**src/rtl/ospi_flash_pkg.sv**
```systemverilog
// Shared types and helpers for the behavioural OSPI NOR flash array.
// Holds the controller state encoding, the erased-word pattern and sector address math.
package ospi_flash_pkg;

    typedef enum logic [1:0] {
        INIT,
        IDLE,
        PROGRAM,
        ERASE
    } state_t;

    // Sliced down to DATA_WIDTH by users; caps supported word width at 64 bits.
    localparam logic [63:0] ERASED_WORD = '1;

    function automatic logic [31:0] sector_base(input logic [31:0] addr, input int unsigned sector_words);
        return addr & ~(sector_words - 32'd1);
    endfunction

endpackage

```
**src/rtl/ospi_flash_array.sv**
```systemverilog
// Single-port DEPTH x DATA_WIDTH synchronous RAM, one write port, no byte mask.
// Read data is registered (one cycle) and read-before-write on the same address.
module ospi_flash_array
    import ospi_flash_pkg::*;
#(
    parameter int DATA_WIDTH = 8,
    parameter int ADDR_WIDTH = 8
) (
    input  logic                  clk,
    input  logic                  we,
    input  logic [ADDR_WIDTH-1:0] addr,
    input  logic [DATA_WIDTH-1:0] wdata,
    output logic [DATA_WIDTH-1:0] rdata
);

    localparam int DEPTH = 2 ** ADDR_WIDTH;

    logic [DATA_WIDTH-1:0] mem [DEPTH];

    always_ff @(posedge clk) begin
        if (we) begin
            mem[addr] <= wdata;
        end
        rdata <= mem[addr];
    end

endmodule

```
**src/rtl/ospi_flash_mem.sv**
```systemverilog
// NOR-style flash array behind the OSPI strobes: self-erase after reset, timed program (AND) and sector/chip erase.
// Reads return data the next cycle; strobes are rejected with an error pulse while busy or when more than one is raised.
module ospi_flash_mem
    import ospi_flash_pkg::*;
#(
    parameter int DATA_WIDTH   = 8,
    parameter int ADDR_WIDTH   = 8,
    parameter int SECTOR_WORDS = 16,
    parameter int PROG_CYCLES  = 4
) (
    input  logic                  clk,
    input  logic                  reset,
    input  logic                  write_enable,
    input  logic                  read_enable,
    input  logic                  erase_enable,
    input  logic                  chip_erase,
    input  logic [ADDR_WIDTH-1:0] address,
    input  logic [DATA_WIDTH-1:0] data_in,
    output logic [DATA_WIDTH-1:0] data_out,
    output logic                  data_valid,
    output logic                  busy,
    output logic                  error
);

    localparam int PCW = $clog2(PROG_CYCLES + 1);
    localparam logic [DATA_WIDTH-1:0] ERASED = ERASED_WORD[DATA_WIDTH-1:0];

    state_t                state, state_n;
    logic [ADDR_WIDTH-1:0] wcnt, wcnt_n;
    logic [ADDR_WIDTH-1:0] base, base_n;
    logic [ADDR_WIDTH-1:0] last, last_n;
    logic [PCW-1:0]        pcnt, pcnt_n;
    logic [ADDR_WIDTH-1:0] paddr, paddr_n;
    logic [DATA_WIDTH-1:0] pdata, pdata_n;
    logic [DATA_WIDTH-1:0] data_hold;
    logic                  dv_n, err_n;

    logic                  mem_we;
    logic [ADDR_WIDTH-1:0] mem_addr;
    logic [DATA_WIDTH-1:0] mem_wdata, mem_rdata;

    logic [3:0] strobes;
    logic       any_strobe, multi_strobe;

    assign strobes      = {write_enable, read_enable, erase_enable, chip_erase};
    assign any_strobe   = |strobes;
    assign multi_strobe = ($countones(strobes) > 1);

    ospi_flash_array #(
        .DATA_WIDTH(DATA_WIDTH),
        .ADDR_WIDTH(ADDR_WIDTH)
    ) u_array (
        .clk  (clk),
        .we   (mem_we),
        .addr (mem_addr),
        .wdata(mem_wdata),
        .rdata(mem_rdata)
    );

    always_comb begin
        state_n   = state;
        wcnt_n    = wcnt;
        base_n    = base;
        last_n    = last;
        pcnt_n    = pcnt;
        paddr_n   = paddr;
        pdata_n   = pdata;
        dv_n      = 1'b0;
        err_n     = 1'b0;
        mem_we    = 1'b0;
        mem_addr  = address;
        mem_wdata = pdata;

        case (state)
            // Reset self-erase and user erases share the same pointer walk.
            INIT, ERASE: begin
                mem_we    = 1'b1;
                mem_addr  = base + wcnt;
                mem_wdata = ERASED;
                err_n     = any_strobe;
                if (wcnt == last) begin
                    state_n = IDLE;
                    wcnt_n  = '0;
                end else begin
                    wcnt_n = wcnt + 1'b1;
                end
            end
            // The array keeps reading paddr, so rdata holds the current word on the commit cycle.
            PROGRAM: begin
                mem_addr = paddr;
                err_n    = any_strobe;
                if (pcnt == PCW'(PROG_CYCLES - 1)) begin
                    mem_we    = 1'b1;
                    mem_wdata = mem_rdata & pdata;
                    state_n   = IDLE;
                end else begin
                    pcnt_n = pcnt + 1'b1;
                end
            end
            IDLE: begin
                if (multi_strobe) begin
                    err_n = 1'b1;
                end else if (read_enable) begin
                    dv_n = 1'b1;
                end else if (write_enable) begin
                    paddr_n = address;
                    pdata_n = data_in;
                    pcnt_n  = '0;
                    state_n = PROGRAM;
                end else if (erase_enable) begin
                    base_n  = ADDR_WIDTH'(sector_base(32'(address), SECTOR_WORDS));
                    last_n  = ADDR_WIDTH'(SECTOR_WORDS - 1);
                    wcnt_n  = '0;
                    state_n = ERASE;
                end else if (chip_erase) begin
                    base_n  = '0;
                    last_n  = '1;
                    wcnt_n  = '0;
                    state_n = ERASE;
                end
            end
            default: state_n = INIT;
        endcase
    end

    always_ff @(posedge clk) begin
        if (reset) begin
            state      <= INIT;
            wcnt       <= '0;
            base       <= '0;
            last       <= '1;
            pcnt       <= '0;
            paddr      <= '0;
            pdata      <= '0;
            data_valid <= 1'b0;
            error      <= 1'b0;
            data_hold  <= '0;
        end else begin
            state      <= state_n;
            wcnt       <= wcnt_n;
            base       <= base_n;
            last       <= last_n;
            pcnt       <= pcnt_n;
            paddr      <= paddr_n;
            pdata      <= pdata_n;
            data_valid <= dv_n;
            error      <= err_n;
            if (data_valid) begin
                data_hold <= mem_rdata;
            end
        end
    end

    // rdata changes on every cycle, so the last read result is held separately.
    assign data_out = data_valid ? mem_rdata : data_hold;
    assign busy     = (state != IDLE);

endmodule
```
**config.mk**
```make
export PLATFORM = sky130hd
export DESIGN_NAME = ospi_flash_mem
export DESIGN_NICKNAME = d
export VERILOG_FILES = /design/src/rtl/ospi_flash_pkg.sv /design/src/rtl/ospi_flash_array.sv /design/src/rtl/ospi_flash_mem.sv
export SDC_FILE = /design/constraint.sdc
export NUM_CORES = 2
export LEC_CHECK = 0
export CORE_MARGIN = 2
export CORE_UTILIZATION = 40
export CTS_CLUSTER_SIZE = 14
export DETAILED_ROUTE_END_ITERATION = 16
export GPL_TIMING_DRIVEN = 0
export HOLD_SLACK_MARGIN = 0.1
export PLACE_DENSITY = 0.66
export SLEW_MARGIN = 20
export SYNTH_ARGS = -nofsm -noshare
export SYNTH_HDL_FRONTEND = slang
export SYNTH_SLANG_ARGS = --single-unit
```
**constraint.sdc**
```tcl
create_clock -name clk -period 26.5 [get_ports clk]
set_clock_uncertainty 0.2 [all_clocks]
set_input_delay 5.3 -clock clk [delete_from_list [all_inputs] [get_ports clk]]
set_output_delay 5.3 -clock clk [all_outputs]
set_load 0.02 [all_outputs]
```
# Word-level counts from Yosys, hierarchy flattened
# Memory sizes are Yosys's and may differ from the RTL's. A register that Yosys moved wholly into a read port is not among the register bits.
# Index checks and enable logic that the tools add are counted.
# classes
addsub,6
n_lt_le_gt_ge,1
n_eq_ne,15
muxes,34
bitwise_logic,5
n_reduce_logical,13
# op_table
op,n
2-to-1 mux 8 bit,11
case mux 8 bit (2 select lines),3
AND reduction 5 bit,4
2-to-1 mux 2 bit,7
!= test 2 bit (second input constant),7
2-to-1 mux 3 bit,4
adder 8 x 1 -> 8 bit (second input constant),1
adder 8 bit,1
bitwise AND 8 bit,1
equality test 8 bit,1
case mux 2 bit (3 select lines),1
case mux 3 bit (2 select lines),1
nonzero test 2 bit,3
OR reduction 3 bit,2
2-to-1 mux 1 bit,5
adder 1 x 1 -> 2 bit,2
equality test 2 bit (second input constant),2
!= test 4 bit (second input constant),1
NOT 1 bit,4
case mux 1 bit (2 select lines),2
AND reduction 4 bit,1
OR reduction 4 bit,1
adder 2 x 2 -> 3 bit,1
adder 3 x 1 -> 3 bit (second input constant),1
other kinds (7),7
# totals
ff_bits,55
ramBits,2048
inputBits,22
out_inout_bits,11
word_cells,85
memories,1
# memory_table
memory,words,word_bits,read_ports,rd_ports_with_merged_regs,write_ports,line_no,text
u_array.mem,256,8,1,1,1,ospi_flash_array.sv:18,logic [DATA_WIDTH-1:0] mem [DEPTH];

# Logic depth before layout (Yosys ltp)
# logic_depth
depth_word,6
depth_mapped,15
mapped_depth_nobuf,9

# Modules after synthesis
# A second synthesis with hierarchy kept.
# hier_totals
hier_cells,3833
area_unflattened_um2,80962.6
# modules_own_cells
mod,n_inst,cells_each,area_each_um2,seq_area_each_um2
ospi_flash_array,1,3547,78492.8,61659.1
ospi_flash_mem,1,286,2469.9,880.8

# Least setup slack after synthesis
# OpenSTA, ideal clock, no wires.
# synth_timing
path_kind,register to register
from,reg state[1]
to,mem u_array.mem[0][0] (data pin)
setup_time_ns,2.189
t_arrival_ns,11.330
required_ns,24.111
slack_ns,12.782
path_stages_with_launch,8
n_path_buf,3
path_cell_list,dfxtp_1 -> inv_1 -> ha_1 -> buf_2 -> buf_1 -> clkbuf_1 -> a21oi_1 -> o21ai_0
# synth_via
elab_chain_len,3
word_cells_on_any_way,5
cone_classes,eq/ne: 2; mux: 1; reduce/logical: 2
# synth_rtl
item,line_no,text
start: declaration,ospi_flash_mem.sv:28,"state_t state, state_n;"
start signal: assignment,ospi_flash_mem.sv:139,state <= state_n;
equality test 2 bit / logical NOT 2 bit (equally long branches),ospi_flash_mem.sv:74,case (state)
OR reduction 2 bit,ospi_flash_mem.sv:74,
case mux 8 bit (2 select lines) *,ospi_flash_mem.sv:74,
via mem_wdata[0],ospi_flash_mem.sv:40,"logic [DATA_WIDTH-1:0] mem_wdata, mem_rdata;"
end: declaration,ospi_flash_array.sv:18,
# The timed path passes the listed nets; every way through them passes the cells marked *.

# Worst setup path after layout
# layout_timing
from,in address[1]
to,reg u_array.rdata[7] (read register of u_array.mem)
# layout_via
elab_chain_len,1
# layout_rtl
item,line_no,text
start: declaration,ospi_flash_mem.sv:17,"input logic [ADDR_WIDTH-1:0] address,"
case mux 8 bit (2 select lines),ospi_flash_mem.sv:74,
end: declaration,ospi_flash_array.sv:13,output logic [DATA_WIDTH-1:0] rdata
# Every way passes these cells.
# A chain may end at the register's enable or synchronous reset.

==> flow_metrics.tcl <==
set metrics [dict create \
    grt.total_usage 0.267 \
    clockBufferDepth 3 \
    postSynth.asyncResetShare 0 \
    routed_wl_um 298000 \
    layout_min_cycle_time_ns 11.35 \
    hold_buffers 0 \
    synthTopCellsByArea "edfxtp_1, a211oi_1, and3_1" \
    fmax_ghz 0.0881 \
    endpoint_kind "flop" \
    gp_congestion 0.971 \
    final_common_cell "edfxtp_1" \
    die_w_um 465 \
    final_nets 6315 \
    portBuffers 31 \
    ios 33 \
    ys_warn_count 0 \
    ys_types 60 \
    wl_per_cell_um 32.1 \
    min_from "paddr[4]" \
    grt_pass1_vias 55500 \
    grt_overflow 0 \
    hold_path.class "reg2reg" \
    synth_flop_cell "edfxtp_1" \
    drt_iter0_drc 10500 \
    cts_buffers 202 \
    ant_nets 0 \
    die_h_um 465 \
    rsz0062_at_grt "false" \
    core.rowCount 169 \
    firstDrtPassIters 9 \
    vias 59200 \
    synth_top_area_share 0.723 \
    drive_gt1_frac 0.104 \
    drv_slew 0 \
    routed_via_density 6.38 \
    cts_setup_buffers 0 \
    worstPathRequired_ns 26.99 \
    grt_max_degree 29 \
    crit_type "in2reg" \
    die_area_um2 216000 \
    layout_common_cells "edfxtp_1, nand2_1, a211oi_1" \
    cts_tree "yes" \
    syn-mean-instance-area_um2 14.3 \
    crit_fanout 10 \
    synth_nets 5963 \
    initial_core_util 0.402 \
    drcViolationCount 0 \
    fin_setup_tns_ns 0 \
    path_clk_slew_ns 0.06 \
    start_kind "primary input" \
    cts-root-buf "clkbuf_16" \
    synth_area_leader_cell "edfxtp_1" \
    core_area_um2 212000 \
    cts_resized 0 \
    finalSetupViolations 0 \
    grt_pass1_wl_um 411000 \
    ys_seq_area_frac 0.735 \
    syn_to_final_growth_pct 16.2 \
    postSynthCellCount 5930 \
    h-tree-depth 4 \
    status "finished clean" \
    clkLatencyLatePin_ns 0.87 \
    reg2reg_from "state[1]" \
    cp.arrival_ns 11.84 \
    slew_headroom 0.136 \
    antenna_found_initial 17 \
    drv_cap 0 \
    ys_ff_latch 2100 \
    finalHoldViolCount 0 \
    place_hpwl_um 217000 \
    worst_slew_pin_slew_ns 1.28 \
    cts_sinks 2100 \
    synth-edff-count 2048 \
    fin_crit_sh 0.428 \
    critical_path.startpoint "address[1]" \
    synthesis.area_um2 85100 \
]
-- metal layers --
layer	vias to the layer above	part of all wire	global-route usage
met2	4445	0.44	0.402
met4	14	0.066	0.152
met5	-	0.00030	0
li1	24200	-	-
met1	29700	0.36	0.345
met3	798	0.14	0.0792
-- critical path, stage by stage --
cell             delay [ns]
clkdlybuf4s50_1        0.58
nand2b_1               0.25
buf_2                  0.36
clkbuf_1               0.79
clkbuf_1               0.83
clkbuf_1               0.94
clkbuf_1               0.51
a32oi_1                0.20
a32oi_1                0.29
a22oi_1                0.25
nand3_1                0.25
a41oi_1                0.49
a2111oi_2              0.73
-- synth_stat cells, types with 5 or more instances --
master,number
and3_1,458
a22oi_1,38
a32oi_1,65
ha_1,9
o21ai_0,204
nand2b_1,12
or2_2,16
inv_1,17
buf_2,128
and2_1,5
a311oi_1,152
a31oi_1,66
o31ai_1,64
mux2i_1,33
or4_1,58
edfxtp_1,2048
mux4_2,32
nand3_1,287
mux2_2,9
a21oi_1,123
nor4_1,17
nor4b_1,8
xnor2_1,5
a211o_1,26
nor2b_1,12
a2111oi_2,8
nand2_1,590
a311o_1,80
dfxtp_1,52
buf_4,9
a211oi_1,513
buf_1,28
nand4_1,29
nor2_1,284
a41oi_1,24
clkbuf_1,384
-- through the flow --
stage | instance area (um^2) | setup WS (ns) | utilization | cells | hold WS (ns)
6_report | 98800 | 15.15 | 0.467 | 9277 | 0.255
5_1_grt | 98800 | 15.39 | 0.466 | 9271 | 0.274
4_1_cts | 98800 | 15.78 | 0.466 | 9269 | 0.255
3_5_place_dp | 92100 | 14.93 | 0.435 | 8898 | 0.249
3_3_place_gp | 88900 | -6.26 | 0.420 | 8782 | 0.248
2_1_floorplan | 85100 | 12.78 | - | 5930 | 0.236
-- layout make-up --
type / instances / area, um^2
fillers: 18200 / 113000
flip-flops and latches: 2100 / 62500
multi-input cells: 3257 / 20300
clock buffers: 239 / 5260
well taps: 2821 / 3530
repair buffers: 148 / 3380
plain buffers: 555 / 2350
clock inverters: 132 / 1400
inverters: 18 / 67.6
diodes: 7 / 17.5
-- final timing paths --
path	end	slack, ns	depth (start not counted)
setup reg to reg	u_array.rdata[7]	19.51	14
hold / removal	paddr[4]	0.25	2
hold reg to reg	paddr[4]	0.25	2
setup / recovery	u_array.rdata[7]	15.15	13
-- cell families (layout without fill, tap and decap cells) --
| logic type | Yosys count | after routing | synth area share |
|---|---|---|---|
| and+or+nand+nor | 1785 | 1785 | 0.102 |
| other | 0 | 7 | 0 |
| muxes | 74 | 74 | 0.0135 |
| AOI/OAI and AO/OA | 1378 | 1378 | 0.118 |
| DFF | 2100 | 2100 | 0.735 |
| xor gates and xnor gates | 9 | 9 | 0.000926 |
| adders and majority gates | 11 | 11 | 0.00179 |
| buffers and inverters | 573 | 1092 | 0.0281 |
-- sequential cells by signal, summed over array words and instances, names as in the netlist --
name and count:
u_array.rdata 8, pcnt 3, paddr 8, data_valid 1, error 1, base 4
u_array.mem 2048, state 2, data_hold 8, pdata 8, last 1, wcnt 8
Power is left out: the tool's default activity adds up to more than one toggle a clock period on the data nets, which glitch-free logic cannot reach.
